==> config.mk <==
export PLATFORM = sky130hd
export DESIGN_NAME = hazard_seq_ctrl
export DESIGN_NICKNAME = d
export VERILOG_FILES = /design/src/rtl/hazard_seq_ctrl.sv
export SDC_FILE = /design/constraint.sdc
export NUM_CORES = 1
export LEC_CHECK = 0
export ABC_AREA = 1
export CAP_MARGIN = 10
export CORE_UTILIZATION = 42
export DETAILED_ROUTE_END_ITERATION = 10
export MAX_ROUTING_LAYER = met4
export PLACE_DENSITY = 0.9
export SETUP_SLACK_MARGIN = 0.3
export SLEW_MARGIN = 20
export SYNTH_ARGS = -nofsm -noshare
export SYNTH_HDL_FRONTEND = slang
export SYNTH_SLANG_ARGS = --single-unit
==> constraint.sdc <==
create_clock -name clk -period 3.2 [get_ports clk]
set_input_delay 0.64 -clock clk [delete_from_list [all_inputs] [get_ports clk]]
set_output_delay 0.64 -clock clk [all_outputs]
set_load 0.02 [all_outputs]
==> src/rtl/hazard_seq_ctrl.sv <==
// hazard_seq_ctrl: pipeline hazard unit for a 5-stage core with a
// wait-stated data memory.
//
// Ports:
//   clk, rst                  clock, synchronous active-high reset
//   Rs1D, Rs2D                Decode source registers
//   Rs1E, Rs2E, RdE           Execute source/destination registers
//   RdM, RdW                  Memory / Writeback destination registers
//   RegWriteM, RegWriteW      register-write enables in Memory / Writeback
//   ResultSrcE                Execute result select (2'b01 = load)
//   PCSrcE                    branch/jump taken in Execute
//   MemReqM, MemReadyM        data-memory request pending / memory ready
//   StallF/D/E/M              hold PC, IF/ID, ID/EX, EX/MEM
//   FlushD/E/W                bubble into IF/ID, ID/EX, MEM/WB
//   ForwardAE, ForwardBE      ALU operand select (00 RF, 01 WB, 10 MEM)
//   MemBusy                   registered, high while in MEM_WAIT
//   MemErr                    sticky memory-timeout flag
//   StallCnt, FlushCnt        (HAZARD_PERF_CNT_EN only) cycles with StallF
//                             and FlushE high, wrapping 32-bit counters
//
// Optional feature macro: HAZARD_PERF_CNT_EN
module hazard_seq_ctrl #(
  parameter int unsigned MAX_WAIT = 16
) (
  input  logic       clk,
  input  logic       rst,
  input  logic [4:0] Rs1D,
  input  logic [4:0] Rs2D,
  input  logic [4:0] Rs1E,
  input  logic [4:0] Rs2E,
  input  logic [4:0] RdE,
  input  logic [4:0] RdM,
  input  logic [4:0] RdW,
  input  logic       RegWriteM,
  input  logic       RegWriteW,
  input  logic [1:0] ResultSrcE,
  input  logic       PCSrcE,
  input  logic       MemReqM,
  input  logic       MemReadyM,
  output logic       StallF,
  output logic       StallD,
  output logic       StallE,
  output logic       StallM,
  output logic       FlushD,
  output logic       FlushE,
  output logic       FlushW,
  output logic [1:0] ForwardAE,
  output logic [1:0] ForwardBE,
  output logic       MemBusy,
  output logic       MemErr
`ifdef HAZARD_PERF_CNT_EN
  ,
  output logic [31:0] StallCnt,
  output logic [31:0] FlushCnt
`endif
);

  typedef enum logic [1:0] {
    RUN      = 2'd0,
    MEM_WAIT = 2'd1,
    ERROR    = 2'd2
  } state_t;

  localparam logic [7:0] WAIT_LAST = 8'(MAX_WAIT - 1);

  state_t     state, state_nxt;
  logic [7:0] wait_cnt;
  logic       lw_stall;
  logic       mem_stall;

  // Forwarding: the Memory stage holds the younger result, so it wins.
  always_comb begin
    ForwardAE = 2'b00;
    ForwardBE = 2'b00;
    if (RegWriteM && (RdM != 5'd0) && (RdM == Rs1E))      ForwardAE = 2'b10;
    else if (RegWriteW && (RdW != 5'd0) && (RdW == Rs1E)) ForwardAE = 2'b01;
    if (RegWriteM && (RdM != 5'd0) && (RdM == Rs2E))      ForwardBE = 2'b10;
    else if (RegWriteW && (RdW != 5'd0) && (RdW == Rs2E)) ForwardBE = 2'b01;
  end

  assign lw_stall  = (ResultSrcE == 2'b01) && (RdE != 5'd0) &&
                     ((RdE == Rs1D) || (RdE == Rs2D));
  assign mem_stall = (state != ERROR) && MemReqM && !MemReadyM;

  always_comb begin
    state_nxt = state;
    case (state)
      RUN:      if (mem_stall) state_nxt = MEM_WAIT;
      MEM_WAIT: begin
        if (!mem_stall)                  state_nxt = RUN;
        else if (wait_cnt == WAIT_LAST)  state_nxt = ERROR;
      end
      ERROR:    state_nxt = ERROR;
      default:  state_nxt = RUN;
    endcase
  end

  // Memory stall and ERROR freeze the whole pipe and suppress the
  // branch/load flushes; those inputs are held and reapply on release.
  always_comb begin
    StallF = 1'b0;
    StallD = 1'b0;
    StallE = 1'b0;
    StallM = 1'b0;
    FlushD = 1'b0;
    FlushE = 1'b0;
    FlushW = 1'b0;
    if (rst) begin
      // all stall/flush outputs forced low during reset
    end else if ((state == ERROR) || mem_stall) begin
      StallF = 1'b1;
      StallD = 1'b1;
      StallE = 1'b1;
      StallM = 1'b1;
      FlushW = 1'b1;
    end else begin
      StallF = lw_stall;
      StallD = lw_stall;
      FlushD = PCSrcE;
      FlushE = PCSrcE | lw_stall;
    end
  end

  always_ff @(posedge clk) begin
    if (rst) begin
      state    <= RUN;
      wait_cnt <= '0;
      MemBusy  <= 1'b0;
      MemErr   <= 1'b0;
    end else begin
      state   <= state_nxt;
      MemBusy <= (state_nxt == MEM_WAIT);
      if (state_nxt == ERROR) MemErr <= 1'b1;
      if (state == RUN)                    wait_cnt <= '0;
      else if ((state == MEM_WAIT) && mem_stall) wait_cnt <= wait_cnt + 8'd1;
    end
  end

`ifdef HAZARD_PERF_CNT_EN
  always_ff @(posedge clk) begin
    if (rst) begin
      StallCnt <= '0;
      FlushCnt <= '0;
    end else begin
      if (StallF) StallCnt <= StallCnt + 32'd1;
      if (FlushE) FlushCnt <= FlushCnt + 32'd1;
    end
  end
`endif

endmodule
# Word level (Yosys, flattened, before mapping)
# Cells that the tools add are included.
dict set report word_totals {
  regBits 12
  latchBits 0
  mem_bits_rw 0
  rom_bits 0
  input_bits 44
  output_inout_bits 13
  word_cells 54
  mem_count 0
}
dict set report op_classes {
  add_sub_neg 1
  mul 0
  div 0
  magnitude_cmp 0
  eq_ne 13
  shifts 0
  mux 16
  n_bitwise 1
  n_reduce_logical 19
}
# op count
set op_table {}
lappend op_table {{$eq 5x5->1} 6}
lappend op_table {{$reduce_bool 5->1} 3}
lappend op_table {{$logic_and 1x1->1} 11}
lappend op_table {{$mux 1} 10}
lappend op_table {{$mux 2} 5}
lappend op_table {{$add 8x1->8 const B} 1}
lappend op_table {{$eq 8x4->1 const B} 1}
lappend op_table {{$eq 2x1->1 const B} 3}
lappend op_table {{$pmux 2 s3} 1}
lappend op_table {{$eq 2x2->1 const B} 2}
lappend op_table {{$logic_not 2->1} 1}
lappend op_table {{$logic_or 1x1->1} 2}
lappend op_table {{$ne 2x2->1 const B} 1}
lappend op_table {{$reduce_or 2->1} 1}
lappend op_table {{$logic_not 1->1} 1}
lappend op_table {{$or 1x1->1} 1}

# Depth between registers and ports, before layout
# Gate-level depths: netlist of run 1.
dict set report depth {
  depth_word 6
  depth_mapped 9
  ltp_nobuf 8
}

# Least setup slack after synthesis of run 1
# No wires, ideal clock.
dict set report synth_timing {
  kind {input-to-output}
  start {input RdE[1]}
  end {output StallF}
  arrival_time_ns 1.641
  required_time_ns 2.560
  slack_ns 0.919
  stages 9
  path_buffers 1
  path_cell_list {inv_1 > nand2_1 > nand2_1 > nor2_1 > nand3_1 > nand2_1 > nand2_1 > a21oi_1 > buf_4}
}
dict set report synth_between {
  elab_chain_len 5
  word_cells_on_any_way 8
  classes_between {eq/ne: 2; mux: 2; reduce/logical: 4}
}
# item line_no
set synth_rtl {}
lappend synth_rtl {{from (decl)} 31} ;# input logic [4:0] RdE,
lappend synth_rtl {{$eq 5x5->1 / $reduce_bool 5->1 (equally long branches)} {82, 81}}
lappend synth_rtl {{$logic_or 1x1->1 / $logic_and 1x1->1 (equally long branches)} {82, 81}}
lappend synth_rtl {{$logic_and 1x1->1 *} 81} ;# assign lw_stall = (ResultSrcE == 2'b01) && (RdE != 5'd0) &&
lappend synth_rtl {{$mux 1 * (2 in series)} --}
lappend synth_rtl {{to (decl)} 40} ;# output logic StallF,
# Mark *: on every way between the ends. The rest lies on a longest branch, timed or not.

# Final worst setup path of run 1
dict set report layout_timing {
  start {input MemReadyM}
  end {output FlushD}
}
dict set report layout_between {
  elab_chain_len 5
}
# item line_no
set layout_rtl {}
lappend layout_rtl {{from (decl)} 39} ;# input logic MemReadyM,
lappend layout_rtl {{$logic_not 1->1} 83} ;# assign mem_stall = (state != ERROR) && MemReqM && !MemReadyM;
lappend layout_rtl {{$logic_and 1x1->1} 83}
lappend layout_rtl {{$logic_or 1x1->1} 110} ;# end else if ((state == ERROR) || mem_stall) begin
lappend layout_rtl {{$mux 1} 110}
lappend layout_rtl {{$mux 1} 108} ;# if (rst) begin
lappend layout_rtl {{to (decl)} 44} ;# output logic FlushD,
# Every way passes these cells.

==> flow_summary.html, run 1 <==
<table>
<tr><th>Metric</th><th>Value</th></tr>
<tr><th colspan="2">Timing</th></tr>
<tr><td>Actual slew at the worst max-slew pin</td><td>between 0.4 and 0.5 ns</td></tr>
<tr><td>Fmax achieved</td><td>~0.35 GHz</td></tr>
<tr><td>Slew headroom</td><td>0.6893</td></tr>
<tr><td>Setup violators final</td><td>0</td></tr>
<tr><td>Shortest period the worst path allows</td><td>2.818 ns</td></tr>
<tr><td>Count of final hold-check violations</td><td>0</td></tr>
<tr><td>Total negative setup slack</td><td>0 ns</td></tr>
<tr><td>Setup repair after global routing missed its margin</td><td>no</td></tr>
<tr><td>Number of max-slew violations in the final report</td><td>0</td></tr>
<tr><td>Final clock skew</td><td>roughly 0.0024 ns</td></tr>
<tr><td>Worst hold slack after final layout</td><td>around 0.46 ns</td></tr>
<tr><td>Fraction of the cycle the final worst path needs</td><td>0.8807</td></tr>
<tr><th colspan="2">Setup path</th></tr>
<tr><td>Crit path arrival time</td><td>~2.2 ns</td></tr>
<tr><td>Most used cell, CP</td><td>clkdlybuf4s50_1</td></tr>
<tr><td>Slowest cell on the critical path</td><td>clkdlybuf4s50_1</td></tr>
<tr><td>Reg2reg end</td><td>state[0]</td></tr>
<tr><td>Worst-path fanout max</td><td>3</td></tr>
<tr><td>Required time reported for the critical path endpoint</td><td>~2.6 ns</td></tr>
<tr><td>Internal reg-to-reg setup slack</td><td>roughly 1.9 ns</td></tr>
<tr><td>Crit path largest cell delay</td><td>just over 0.6 ns</td></tr>
<tr><td>Worst-path cell chain</td><td>clkdlybuf4s50_1 &gt; o22ai_1 &gt; inv_1 &gt; nand2_1 &gt; nor2_1 &gt; clkdlybuf4s50_1</td></tr>
<tr><td>Start of the worst register-to-register path</td><td>wait_cnt[0]</td></tr>
<tr><td>CP Capture Type</td><td>primary output</td></tr>
<tr><td>Number of cell instances on the worst register-to-register path</td><td>4</td></tr>
<tr><td>Source of the critical timing path</td><td>MemReadyM</td></tr>
<tr><td>Capture point of the critical path</td><td>FlushD</td></tr>
<tr><td>Critical setup path kind</td><td>input pin to primary output</td></tr>
<tr><td>Nature of the critical path startpoint</td><td>input pin</td></tr>
<tr><th colspan="2">Global routing</th></tr>
<tr><td>Overflow left after global routing</td><td>0</td></tr>
<tr><td>Pin count of the biggest net entering global routing</td><td>9</td></tr>
<tr><td>Met1 Resource Use GR</td><td>0.2287</td></tr>
<tr><td>Overall routing resource usage</td><td>0.2213</td></tr>
<tr><td>Wire length of the first global-routing pass</td><td>approximately 4.6 mm</td></tr>
<tr><td>Grt met3 use</td><td>0.04598</td></tr>
<tr><td>Antenna violations before repair</td><td>0</td></tr>
<tr><td>Global Route met2 Usage</td><td>0.4325</td></tr>
<tr><td>Most congested layer reported by global routing</td><td>met2</td></tr>
<tr><td>Via count of the first global-routing pass</td><td>approximately 1,200</td></tr>
<tr><th colspan="2">Floorplan</th></tr>
<tr><td>Number of top-level pins</td><td>57</td></tr>
<tr><td>Core region area</td><td>approximately 2500 um2</td></tr>
<tr><td>Total die area</td><td>about 2800 um2</td></tr>
<tr><td># rows</td><td>18</td></tr>
<tr><td>Die extent in y</td><td>between 50 and 60 um</td></tr>
<tr><td>Starting utilization of the core area</td><td>0.4434</td></tr>
<tr><td>DIE WIDTH</td><td>52.91 um</td></tr>
<tr><th colspan="2">Route</th></tr>
<tr><td>DR vias/cell</td><td>just under 5</td></tr>
<tr><td>Iteration count of the initial detailed-routing pass</td><td>4</td></tr>
<tr><td>Via Count</td><td>about 1,200</td></tr>
<tr><td>Post-detailed-routing wire length</td><td>between 2 and 3 mm</td></tr>
<tr><td>Iteration-0 DRC Markers</td><td>22</td></tr>
<tr><td>Detail Route Antenna Nets</td><td>0</td></tr>
<tr><td>Post-DR wirelength/cell</td><td>a little over 10 um</td></tr>
<tr><td>Remaining DRCs</td><td>0</td></tr>
<tr><th colspan="2">Clock tree</th></tr>
<tr><td>Insertion delay to the later sink of the worst-skew pair</td><td>between 0.2 and 0.3 ns</td></tr>
<tr><td>CTS tree</td><td>yes</td></tr>
<tr><td>Number of buffers created by CTS</td><td>3</td></tr>
<tr><td>Clk sinks</td><td>12</td></tr>
<tr><td>Worst-case clock buffer depth</td><td>2</td></tr>
<tr><td>Clk slew on worst S/H paths</td><td>approximately 0.070 ns</td></tr>
<tr><td>Buffer cell driving the clock tree root</td><td>clkbuf_4</td></tr>
<tr><td>Maximum level of the CTS H-tree</td><td>1</td></tr>
<tr><td>Post-cts hold buffer count</td><td>0</td></tr>
<tr><th colspan="2">Finish</th></tr>
<tr><td>Register area</td><td>~240 um2</td></tr>
<tr><td>Filler Cell Count</td><td>210</td></tr>
<tr><td>Number of nets in the layout</td><td>276</td></tr>
<tr><td>Area Growth Syn to Fin</td><td>53.56%</td></tr>
<tr><td># diodes</td><td>0</td></tr>
<tr><td>Area of the multi-input gates</td><td>around 710 um2</td></tr>
<tr><td>Fraction of layout instances using a drive strength above 1</td><td>0.06550</td></tr>
<tr><td>Final std cells w/o fill</td><td>between 200 and 300</td></tr>
<tr><th colspan="2">Min path</th></tr>
<tr><td>Worst hold path class</td><td>flip-flop to flip-flop</td></tr>
<tr><th colspan="2">Place</th></tr>
<tr><td>Final RePlAce weighted congestion</td><td>0.8370</td></tr>
<tr><td>Placed wire-length estimate</td><td>around 2.2 mm</td></tr>
<tr><td>Quantity of I/O buffers inserted on ports</td><td>56</td></tr>
<tr><td>Number of placed instances, taps included</td><td>between 200 and 300</td></tr>
<tr><th colspan="2">Synthesis</th></tr>
<tr><td>Adder-cell share of the synthesized area</td><td>0.01149</td></tr>
<tr><td>Post-synthesis async set-or-reset flop share</td><td>0</td></tr>
<tr><td>Post-synthesis cell type with the largest combined area</td><td>dfxtp_1</td></tr>
<tr><td>Sequential element share of the synthesized area</td><td>0.2207</td></tr>
<tr><td>Syn Nets</td><td>219</td></tr>
<tr><td>Post-synthesis mux area share</td><td>0</td></tr>
<tr><td>Share of the synthesized area in compound gates (AO/OA/AOI/OAI)</td><td>0.09425</td></tr>
<tr><td>Number of synthesized flops with an enable pin</td><td>0</td></tr>
<tr><td>Share of synthesized cell area in and, or, nand and nor gates</td><td>0.3598</td></tr>
<tr><td>FF+latch count, synth</td><td>12</td></tr>
<tr><td>Yosys cell types</td><td>24</td></tr>
<tr><td>Average cell area after synthesis</td><td>between 6 and 7 um2</td></tr>
<tr><td>Top cells by area in the synthesized netlist</td><td>dfxtp_1, nand2_1, xnor2_1, inv_1, nor2_1</td></tr>
<tr><td>Dominant synthesized flop cell</td><td>dfxtp_1</td></tr>
<tr><td>Ranking of synthesized cells by instance count</td><td>nand2_1, inv_1, nor2_1, xnor2_1, dfxtp_1</td></tr>
<tr><td>Share of the synthesized area in the top cell type</td><td>0.2207</td></tr>
<tr><td>Total standard cell area after synthesis</td><td>~1100 um2</td></tr>
<tr><td>Main combinational cell family by area after synthesis</td><td>simple AND/OR/NAND/NOR gates</td></tr>
<tr><td>Most frequent cell after synthesis</td><td>nand2_1</td></tr>
<tr><td>Xor and xnor fraction of the mapped netlist area</td><td>0.1851</td></tr>
<tr><td>Post-Syn Instances</td><td>174</td></tr>
<tr><td>Syn. warnings</td><td>0</td></tr>
<tr><th colspan="2">Power and ir drop</th></tr>
<tr><td>Total design power</td><td>between 300 and 400 uW</td></tr>
<tr><td>Lkg Pwr</td><td>approximately 0.77 nW</td></tr>
<tr><td>Maximum ir drop on the vdd rail</td><td>slightly below 0.0002 V</td></tr>
<tr><td>PwrDens</td><td>about 230 nW/um2</td></tr>
<tr><th colspan="2">Outcome</th></tr>
<tr><td>Result of the run</td><td>complete, no violations</td></tr>
<tr><th colspan="2">Flow run</th></tr>
<tr><td>Number of max-cap violations</td><td>0</td></tr>
</table>
## layout make-up
class | count | area share
Tap cell | 30 | 0.02246
Timing Repair Buffer | 56 | 0.3293
Multi-Input combinational cell | 128 | 0.4237
Sequential cell | 12 | 0.1437
Clock buffer | 3 | 0.01347
Inverter | 30 | 0.06737
## worst min path at each step
| stage | slack [ns] | endpoint | cells past startpoint | start |
|---|---|---|---|---|
| floorplan | 0.45 | wait_cnt[7] | 2 | wait_cnt[7] |
| global placement | 0.45 | MemErr | 2 | MemErr |
| detailed placement | 0.45 | MemErr | 2 | MemErr |
| CTS | 0.46 | MemErr | 2 | MemErr |
| global route | 0.51 | wait_cnt[2] | 2 | wait_cnt[2] |
| finish | 0.46 | MemErr | 2 | MemErr |
## kinds of logic after synthesis
kind of cell,Yosys count
flops,12
buf+inv,34
fa+ha+maj,1
compound gates,18
simple gates,86
xor+xnor,23
## report_power, final
part	total (mW)	internal (mW)	switching (mW)	leakage, nW
Combinational	0.140	0.0802	0.0595	0.656
Clock	0.0889	0.0435	0.0454	0.0138
Sequential	0.151	0.150	0.000913	0.0969
## layout by cell type, fill, tap and decap left out
cell type / instances
a21oi_4: 1
ha_1: 1
dlymetal6s2s_1: 4
nand3_1: 9
inv_2: 3
nor3_1: 9
xnor2_1: 14
nor4_1: 1
inv_1: 26
clkbuf_2: 3
nor2_1: 23
dlygate4sd2_1: 4
a21oi_1: 8
nand2_2: 1
o21ai_0: 4
o21ai_1: 4
nor2_2: 1
o22ai_1: 1
clkinv_1: 1
clkbuf_4: 3
clkdlybuf4s50_1: 45
dfxtp_1: 12
xor2_1: 9
nand4_1: 4
nand3_4: 1
nor2_4: 2
nand2_1: 35
## state kept, by name (all words and copies together) (netlist names)
register  flops
MemErr        1
wait_cnt      8
MemBusy       1
state         2
## worst max-delay path, delay by kind of cell
kind / cells / cell delay, ns
compound gates: 1 / 0.09
buf+inv: 3 / 1.25
simple gates: 2 / 0.19
## metal layers
layer,vias up,wire length (um)
li1,656,-
met2,52,1392
met3,2,205
met5,-,0
met4,0,17
met1,538,1076
## metrics by stage
stage / cell area (um2) / utilization / worst slack [ns]
after global placement: 1659 / 0.6758 / 0.1537
final: 1672 / 0.6809 / 0.3819
after CTS: 1673 / 0.6814 / 0.3422
after global routing: 1672 / 0.6809 / 0.3100
after floorplan: 1089 / - / 0.9186
after detailed placement: 1659 / 0.6758 / 0.08623
## repair_timing
action | 4_1_cts | 5_1_grt
setup buffers | 0 | 0
resized for setup | 7 | 10
setup endpoints to repair | 7 | 7
Note: power is estimated with default switching activity, not from simulation.
==> run 2: changes to the inputs <==
Settings changed: CORE_UTILIZATION 42 to 55, DONT_BUFFER_PORTS from default to 1, PLACE_DENSITY 0.9 to 0.75.
==> run 2 against run 1 <==
Effect of this change: global-route usage is 0.99 points higher; sequential share of layout area is 6.4 points higher; register-to-register slack better by 0.09 ns; design area is 31% lower; utilization is 3.1 points lower; wire length is 19% lower; combinational power is 52% lower; cell count is 22% lower; power is 10% lower; non-clock buffer count is 52 lower; first-iteration DRC count is 64% lower; sequential power hardly changed; largest power group unchanged; highest routed layer unchanged.
==> flow_summary.html, run 2 (same netlist as run 1, synthesis figures left out) <==
<table>
<tr><th>Metric</th><th>Value</th></tr>
<tr><th colspan="2">Outcome</th></tr>
<tr><td>Result of the run</td><td>complete, no violations</td></tr>
<tr><th colspan="2">Floorplan</th></tr>
<tr><td>Die extent in y</td><td>46.49 um (-12%)</td></tr>
<tr><td># rows</td><td>15 (-3)</td></tr>
<tr><td>Total die area</td><td>2161 um2 (-23%)</td></tr>
<tr><td>Number of top-level pins</td><td>57 (unchanged)</td></tr>
<tr><td>Core region area</td><td>1783 um2 (-27%)</td></tr>
<tr><td>DIE WIDTH</td><td>46.49 um (-12%)</td></tr>
<tr><td>Starting utilization of the core area</td><td>0.6105 (+0.1671)</td></tr>
<tr><th colspan="2">Route</th></tr>
<tr><td>Post-detailed-routing wire length</td><td>2.187 mm (-19%)</td></tr>
<tr><td>Post-DR wirelength/cell</td><td>10.77 um (+3.7%)</td></tr>
<tr><td>Iteration count of the initial detailed-routing pass</td><td>4 (unchanged)</td></tr>
<tr><td>Iteration-0 DRC Markers</td><td>8 (-64%)</td></tr>
<tr><td>DR vias/cell</td><td>5.025 (+4.3%)</td></tr>
<tr><td>Detail Route Antenna Nets</td><td>0 (unchanged)</td></tr>
<tr><td>Via Count</td><td>1,020 (-18%)</td></tr>
<tr><td>Remaining DRCs</td><td>0 (unchanged)</td></tr>
<tr><th colspan="2">Global routing</th></tr>
<tr><td>Overall routing resource usage</td><td>0.2312 (+0.009942)</td></tr>
<tr><td>Pin count of the biggest net entering global routing</td><td>9 (unchanged)</td></tr>
<tr><td>Most congested layer reported by global routing</td><td>met2</td></tr>
<tr><td>Antenna violations before repair</td><td>0 (unchanged)</td></tr>
<tr><td>Grt met3 use</td><td>0.08627 (+0.04030)</td></tr>
<tr><td>Met1 Resource Use GR</td><td>0.2418 (+0.01312)</td></tr>
<tr><td>Global Route met2 Usage</td><td>0.4139 (-0.01860)</td></tr>
<tr><td>Via count of the first global-routing pass</td><td>964 (-20%)</td></tr>
<tr><td>Overflow left after global routing</td><td>0 (unchanged)</td></tr>
<tr><td>Wire length of the first global-routing pass</td><td>3.539 mm (-23%)</td></tr>
<tr><th colspan="2">Power and ir drop</th></tr>
<tr><td>Power spent charging and discharging nets</td><td>88.46 uW (-16%)</td></tr>
<tr><td>Portion of total power attributed to sequential cells</td><td>0.446 (+0.048)</td></tr>
<tr><td>Switching power share of the total</td><td>0.2601 (-0.01853)</td></tr>
<tr><td>PwrDens</td><td>293.5 nW/um2 (+29%)</td></tr>
<tr><td>Lkg Pwr</td><td>0.5013 nW (-35%)</td></tr>
<tr><td>Clock Power Share</td><td>0.357 (+0.123)</td></tr>
<tr><td>Maximum ir drop on the vdd rail</td><td>0.0002607 V (+36%)</td></tr>
<tr><td>Total design power</td><td>340.1 uW (-10%)</td></tr>
<tr><td>Logic pwr share</td><td>0.197 (-0.171)</td></tr>
<tr><td>Internal power</td><td>251.6 uW (-8.2%)</td></tr>
<tr><th colspan="2">Timing</th></tr>
<tr><td>Setup violators final</td><td>0 (unchanged)</td></tr>
<tr><td>Fraction of the cycle the final worst path needs</td><td>0.6747 (-0.2060)</td></tr>
<tr><td>Final clock skew</td><td>0.004831 ns (+0.002449 ns)</td></tr>
<tr><td>Number of max-slew violations in the final report</td><td>0 (unchanged)</td></tr>
<tr><td>Fmax achieved</td><td>0.4632 GHz (+31%)</td></tr>
<tr><td>Actual slew at the worst max-slew pin</td><td>0.4497 ns (-0.01208 ns)</td></tr>
<tr><td>Total negative setup slack</td><td>0 ns (unchanged)</td></tr>
<tr><td>Setup repair after global routing missed its margin</td><td>no</td></tr>
<tr><td>Count of final hold-check violations</td><td>0 (unchanged)</td></tr>
<tr><td>Slew headroom</td><td>0.7012 (+0.01183)</td></tr>
<tr><td>Shortest period the worst path allows</td><td>2.159 ns (-0.6592 ns)</td></tr>
<tr><th colspan="2">Clock tree</th></tr>
<tr><td>Buffer count from post-CTS setup fixing</td><td>0 (unchanged)</td></tr>
<tr><td>Clk sinks</td><td>12 (unchanged)</td></tr>
<tr><td>CTS tree</td><td>yes</td></tr>
<tr><td>Number of buffers created by CTS</td><td>3 (unchanged)</td></tr>
<tr><td>Clk slew on worst S/H paths</td><td>0.08 ns (about the same)</td></tr>
<tr><td>Post-CTS resize count</td><td>0 (-7)</td></tr>
<tr><td>Maximum level of the CTS H-tree</td><td>1 (unchanged)</td></tr>
<tr><td>Worst-case clock buffer depth</td><td>2 (unchanged)</td></tr>
<tr><td>Buffer cell driving the clock tree root</td><td>clkbuf_4</td></tr>
<tr><td>Post-cts hold buffer count</td><td>0 (unchanged)</td></tr>
<tr><td>Insertion delay to the later sink of the worst-skew pair</td><td>0.28 ns (about the same)</td></tr>
<tr><th colspan="2">Setup path</th></tr>
<tr><td>Crit path arrival time</td><td>1.52 ns (-0.66 ns)</td></tr>
<tr><td>Internal reg-to-reg setup slack</td><td>2.00 ns (+0.09 ns)</td></tr>
<tr><td>Most used cell, CP</td><td>nor2_1</td></tr>
<tr><td>Number of cell instances on the worst register-to-register path</td><td>5 (+1)</td></tr>
<tr><td>CP Capture Type</td><td>primary output</td></tr>
<tr><td>Worst-path cell chain</td><td>nor2_1 &gt; nand2_1 &gt; o21ai_1 &gt; nor3_1 &gt; buf_4 &gt; nor2_1</td></tr>
<tr><td>Required time reported for the critical path endpoint</td><td>2.56 ns (about the same)</td></tr>
<tr><td>Slowest cell on the critical path</td><td>nor2_1</td></tr>
<tr><td>Worst-path fanout max</td><td>3 (unchanged)</td></tr>
<tr><td>Nature of the critical path startpoint</td><td>input pin</td></tr>
<tr><td>Critical setup path kind</td><td>input pin to primary output</td></tr>
<tr><td>Crit path largest cell delay</td><td>0.32 ns (-0.30 ns)</td></tr>
<tr><td>Start of the worst register-to-register path</td><td>wait_cnt[0]</td></tr>
<tr><td>Reg2reg end</td><td>MemErr</td></tr>
<tr><th colspan="2">Finish</th></tr>
<tr><td>Registers with the most flip-flops</td><td>wait_cnt: 8 flops, state: 2 flops</td></tr>
<tr><td>Number of flip-flops in the largest register</td><td>8 (unchanged)</td></tr>
<tr><td>Filler Cell Count</td><td>171 (-19%)</td></tr>
<tr><td>Area of the multi-input gates</td><td>708.2 um2 (unchanged)</td></tr>
<tr><td># diodes</td><td>0 (unchanged)</td></tr>
<tr><td>Number of nets in the layout</td><td>224 (-19%)</td></tr>
<tr><td>Top library cells by usage in the layout, fill and taps aside</td><td>nand2_1, inv_1, nor2_1</td></tr>
<tr><td>Most frequent standard cell in the layout excluding fill and tap cells</td><td>nand2_1</td></tr>
<tr><td>Register area</td><td>240.2 um2 (unchanged)</td></tr>
<tr><td>Area Growth Syn to Fin</td><td>6.437%</td></tr>
<tr><td>Fraction of layout instances using a drive strength above 1</td><td>0.09551 (+0.03000)</td></tr>
<tr><td>Register bank with the most flops</td><td>wait_cnt</td></tr>
<tr><th colspan="2">Min path</th></tr>
<tr><td>Count of cells along the worst hold path</td><td>1 (-1)</td></tr>
<tr><td>Worst hold path class</td><td>input pin to flip-flop</td></tr>
<tr><td>Worst hold path endpoint</td><td>state[1]</td></tr>
<tr><td>Hold_sp</td><td>rst</td></tr>
<tr><th colspan="2">Place</th></tr>
<tr><td>Final RePlAce weighted congestion</td><td>0.8025 (-4.1%)</td></tr>
<tr><td>Placed wire-length estimate</td><td>1.861 mm (-16%)</td></tr>
<tr><td>Quantity of I/O buffers inserted on ports</td><td>0 (-100%)</td></tr>
<tr><th colspan="2">Flow run</th></tr>
<tr><td>Number of max-cap violations</td><td>0 (unchanged)</td></tr>
</table>
run 2: stage by stage:
step	area (um2)	util	worst slack [ns]	hold slack, ns	instances
after floorplan	1089	-	0.9186	0.4500	174
after global placement	1122	0.6295	1.068	0.4662	199
after detailed placement	1122	0.6295	1.041	0.4735	199
after CTS	1159	0.6498	1.039	0.4207	203
after global routing	1159	0.6498	0.9219	0.4055	203
final	1159	0.6498	1.041	0.4223	203
run 2: routing by layer:
| layer | share of wire | vias up |
|---|---|---|
| met5 | 0 | - |
| met4 | 0.0037 | 0 |
| met3 | 0.091 | 2 |
| met2 | 0.49 | 41 |
| met1 | 0.41 | 429 |
| li1 | - | 548 |
run 2: area by class of cell:
cell class,instances,area share
repair buffers,4,0.02592
multi-input cells,128,0.6112
flip-flops and latches,12,0.2073
inverters,30,0.09719
clock buffers,4,0.03132
well taps,25,0.02700
run 2: worst max-delay path: cells and delay by family:
family,cells,cell delay [ns]
buffers and inverters,1,0.16
AND/OR/NAND/NOR,4,0.56
AO/OA/AOI/OAI,1,0.16
run 2: power by group through the flow:
stage / combinational (mW) / clock (mW) / sequential [mW]
floorplan: 0.0614 / 0 / 0.155
global placement: 0.0646 / 0 / 0.155
detailed placement: 0.0669 / 0 / 0.155
CTS: 0.0672 / 0.123 / 0.152
global route: 0.0765 / 0.132 / 0.152
finish: 0.0669 / 0.121 / 0.152
run 2: how the worst max path moves through the flow:
stage / from / endpoint / slack [ns] / depth (start not counted)
finish: RdM[0] / ForwardAE[0] / 1.04 / 6
global route: RdM[0] / ForwardBE[0] / 0.92 / 6
CTS: RdM[0] / ForwardAE[0] / 1.04 / 6
detailed placement: RdM[0] / ForwardAE[0] / 1.04 / 6
global placement: RdM[0] / ForwardAE[0] / 1.07 / 6
floorplan: RdE[1] / StallF / 0.92 / 9
==> run 3: changes to the inputs <==
Clock period 3.2 ns to 2.3 ns, I/O delays scaled along.
==> run 3 against run 2 <==
Effect of this change: power grew 40%; highest routed layer unchanged; count of clock-buffer cells in the layout is the same; clock skew barely moved; sequential power is 39% higher; utilization did not move; sequential share of layout area stayed put; critical path depth decreased by 2; first-iteration DRC count rose by 63%.
==> flow_summary.html, run 3 (same netlist as run 1, synthesis figures left out) <==
<table>
<tr><th>Metric</th><th>Value</th></tr>
<tr><th colspan="2">Setup path</th></tr>
<tr><td>Number of cell instances on the worst register-to-register path</td><td>5 (unchanged)</td></tr>
<tr><td>Worst-path fanout max</td><td>3 (unchanged)</td></tr>
<tr><td>Internal reg-to-reg setup slack</td><td>1.09 ns (-0.91 ns)</td></tr>
<tr><td>Cell type group with the largest total delay on the critical path</td><td>compound AO/OA/AOI/OAI gates</td></tr>
<tr><td>Crit path arrival time</td><td>1.35 ns (-0.17 ns)</td></tr>
<tr><td>Required time reported for the critical path endpoint</td><td>1.84 ns (-0.72 ns)</td></tr>
<tr><td>Slowest cell on the critical path</td><td>dfxtp_1</td></tr>
<tr><td>Source of the critical timing path</td><td>state[0]</td></tr>
<tr><td>Nature of the critical path startpoint</td><td>flip-flop</td></tr>
<tr><td>Critical setup path kind</td><td>flip-flop to primary output</td></tr>
<tr><td>Reg2reg end</td><td>MemErr</td></tr>
<tr><td>Crit path largest cell delay</td><td>0.42 ns (+0.10 ns)</td></tr>
<tr><td>Path length in cells of the critical path</td><td>4 (-2)</td></tr>
<tr><td>Start of the worst register-to-register path</td><td>wait_cnt[0]</td></tr>
<tr><td>Worst path buffer plus inverter count</td><td>1 (unchanged)</td></tr>
<tr><td>CP Capture Type</td><td>primary output</td></tr>
<tr><td>Capture point of the critical path</td><td>FlushE</td></tr>
<tr><td>Worst-path cell chain</td><td>o22ai_1 &gt; inv_1 &gt; nand2_1 &gt; a21oi_1</td></tr>
<tr><th colspan="2">Clock tree</th></tr>
<tr><td>Post-cts hold buffer count</td><td>0 (unchanged)</td></tr>
<tr><td>Maximum level of the CTS H-tree</td><td>1 (unchanged)</td></tr>
<tr><td>Post-CTS resize count</td><td>0 (unchanged)</td></tr>
<tr><td>Worst-case clock buffer depth</td><td>2 (unchanged)</td></tr>
<tr><td>Clk slew on worst S/H paths</td><td>0.08 ns (about the same)</td></tr>
<tr><td>Buffer cell driving the clock tree root</td><td>clkbuf_4</td></tr>
<tr><td>Buffer count from post-CTS setup fixing</td><td>0 (unchanged)</td></tr>
<tr><td>Insertion delay to the later sink of the worst-skew pair</td><td>0.28 ns (about the same)</td></tr>
<tr><td>Clk sinks</td><td>12 (unchanged)</td></tr>
<tr><td>Number of buffers created by CTS</td><td>3 (unchanged)</td></tr>
<tr><td>CTS tree</td><td>yes</td></tr>
<tr><th colspan="2">Flow run</th></tr>
<tr><td>Number of max-cap violations</td><td>0 (unchanged)</td></tr>
<tr><th colspan="2">Route</th></tr>
<tr><td>Post-detailed-routing wire length</td><td>2.221 mm (+1.6%)</td></tr>
<tr><td>Iteration count of the initial detailed-routing pass</td><td>4 (unchanged)</td></tr>
<tr><td>Remaining DRCs</td><td>0 (unchanged)</td></tr>
<tr><td>Detail Route Antenna Nets</td><td>0 (unchanged)</td></tr>
<tr><td>Iteration-0 DRC Markers</td><td>13 (+5)</td></tr>
<tr><td>DR vias/cell</td><td>4.995 (-0.59%)</td></tr>
<tr><td>Post-DR wirelength/cell</td><td>10.94 um (+1.6%)</td></tr>
<tr><td>Via Count</td><td>1,014 (-0.59%)</td></tr>
<tr><th colspan="2">Timing</th></tr>
<tr><td>Shortest period the worst path allows</td><td>between 1.5 and 2 ns</td></tr>
<tr><td>Slew headroom</td><td>0.6961 (-0.005104)</td></tr>
<tr><td>Setup repair after global routing missed its margin</td><td>no</td></tr>
<tr><td>Total negative setup slack</td><td>0 ns (unchanged)</td></tr>
<tr><td>Final clock skew</td><td>0.005304 ns (+0.0004728 ns)</td></tr>
<tr><td>Number of max-slew violations in the final report</td><td>0 (unchanged)</td></tr>
<tr><td>Fraction of the cycle the final worst path needs</td><td>0.7880</td></tr>
<tr><td>Setup slack after layout</td><td>0.4875 ns (-0.5536 ns)</td></tr>
<tr><td>Fmax achieved</td><td>0.5517 GHz</td></tr>
<tr><td>Actual slew at the worst max-slew pin</td><td>0.4574 ns (+0.007680 ns)</td></tr>
<tr><td>Count of final hold-check violations</td><td>0 (unchanged)</td></tr>
<tr><td>Setup violators final</td><td>0 (unchanged)</td></tr>
<tr><th colspan="2">Power and ir drop</th></tr>
<tr><td>Total design power</td><td>475.9 uW (+40%)</td></tr>
<tr><td>Maximum ir drop on the vdd rail</td><td>0.0003802 V (+46%)</td></tr>
<tr><td>PwrDens</td><td>410.8 nW/um2 (+40%)</td></tr>
<tr><td>Lkg Pwr</td><td>0.5013 nW (unchanged)</td></tr>
<tr><th colspan="2">Finish</th></tr>
<tr><td>Most frequent standard cell in the layout excluding fill and tap cells</td><td>nand2_1</td></tr>
<tr><td>Filler Cell Count</td><td>170 (-0.58%)</td></tr>
<tr><td>Number of flip-flops in the largest register</td><td>8 (unchanged)</td></tr>
<tr><td>Top library cells by usage in the layout, fill and taps aside</td><td>nand2_1, inv_1, nor2_1</td></tr>
<tr><td>Cell area after layout</td><td>1159 um2 (unchanged)</td></tr>
<tr><td>Area Growth Syn to Fin</td><td>6.437% (unchanged)</td></tr>
<tr><td>Registers with the most flip-flops</td><td>wait_cnt: 8 flops, state: 2 flops</td></tr>
<tr><td>Register bank with the most flops</td><td>wait_cnt</td></tr>
<tr><td>Number of nets in the layout</td><td>224 (unchanged)</td></tr>
<tr><td>Fraction of layout instances using a drive strength above 1</td><td>0.09551 (unchanged)</td></tr>
<tr><td># diodes</td><td>0 (unchanged)</td></tr>
<tr><th colspan="2">Floorplan</th></tr>
<tr><td>Starting utilization of the core area</td><td>0.6105 (unchanged)</td></tr>
<tr><td># rows</td><td>15 (unchanged)</td></tr>
<tr><td>Die extent in y</td><td>46.49 um (unchanged)</td></tr>
<tr><td>Total die area</td><td>2161 um2 (unchanged)</td></tr>
<tr><td>Core region area</td><td>1783 um2 (unchanged)</td></tr>
<tr><td>Number of top-level pins</td><td>57 (unchanged)</td></tr>
<tr><td>DIE WIDTH</td><td>46.49 um (unchanged)</td></tr>
<tr><th colspan="2">Global routing</th></tr>
<tr><td>Overflow left after global routing</td><td>0 (unchanged)</td></tr>
<tr><td>Via count of the first global-routing pass</td><td>918 (-4.8%)</td></tr>
<tr><td>Wire length of the first global-routing pass</td><td>3.387 mm (-4.3%)</td></tr>
<tr><td>Overall routing resource usage</td><td>0.2275 (-0.003753)</td></tr>
<tr><td>Antenna violations before repair</td><td>0 (unchanged)</td></tr>
<tr><td>Pin count of the biggest net entering global routing</td><td>9 (unchanged)</td></tr>
<tr><th colspan="2">Outcome</th></tr>
<tr><td>Result of the run</td><td>complete, no violations</td></tr>
<tr><th colspan="2">Place</th></tr>
<tr><td>Quantity of I/O buffers inserted on ports</td><td>0 (unchanged)</td></tr>
<tr><td>Cell area reported after detailed placement</td><td>1122 um2 (unchanged)</td></tr>
<tr><td>Worst slack at placement</td><td>0.5443 ns (-0.4966 ns)</td></tr>
<tr><td>Placed wire-length estimate</td><td>1.865 mm (+0.23%)</td></tr>
<tr><td>Final RePlAce weighted congestion</td><td>0.7533 (-6.1%)</td></tr>
<tr><th colspan="2">Min path</th></tr>
<tr><td>Worst hold path class</td><td>input pin to flip-flop</td></tr>
</table>
run 3: worst min-delay path by stage:
stage	from	endpoint	slack, ns	cells past startpoint
after detailed placement	wait_cnt[2]	wait_cnt[2]	0.47	2
final	rst	state[1]	0.24	1
after CTS	rst	state[1]	0.24	1
after global placement	wait_cnt[7]	wait_cnt[7]	0.47	2
after global routing	rst	state[1]	0.23	1
after floorplan	wait_cnt[7]	wait_cnt[7]	0.45	2
run 3: layout make-up:
cell class,count,area [um2],area share
clock buffers,4,36.28,0.03132
flip-flops and latches,12,240.2,0.2073
inverters,30,112.6,0.09719
well taps,25,31.28,0.02700
repair buffers,4,30.03,0.02592
multi-input cells,128,708.2,0.6112
run 3: power breakdown:
group / switching [mW] / total, mW / internal (mW) / leakage, nW
clock: 0.0745 / 0.171 / 0.0963 / 0.0210
combinational: 0.0491 / 0.0938 / 0.0447 / 0.383
sequential: 0.00228 / 0.211 / 0.209 / 0.0969
run 3: worst register-to-register path: cells and delay by family, from the launching register on:
kind	cells	cell delay (ns)
compound gates	2	0.21
flops	1	0.38
fa+ha+maj	1	0.21
simple gates	2	0.36
run 3: through the flow:
stage               hold slack, ns  std cells  utilization
global placement            0.4653        199       0.6295
floorplan                   0.4500        174            -
detailed placement          0.4709        199       0.6295
global route                0.2252        203       0.6498
finish                      0.2421        203       0.6498
CTS                         0.2364        203       0.6498
run 3: metal layers:
| metal | up-vias | wire (um) | global-route usage | share of wire |
|---|---|---|---|---|
| met5 | - | 0 | - | 0 |
| met1 | 425 | 898 | 0.2264 | 0.40 |
| met2 | 42 | 1120 | 0.4222 | 0.50 |
| met4 | 0 | 13 | 0.05294 | 0.0059 |
| li1 | 545 | - | - | - |
| met3 | 2 | 188 | 0.07059 | 0.085 |
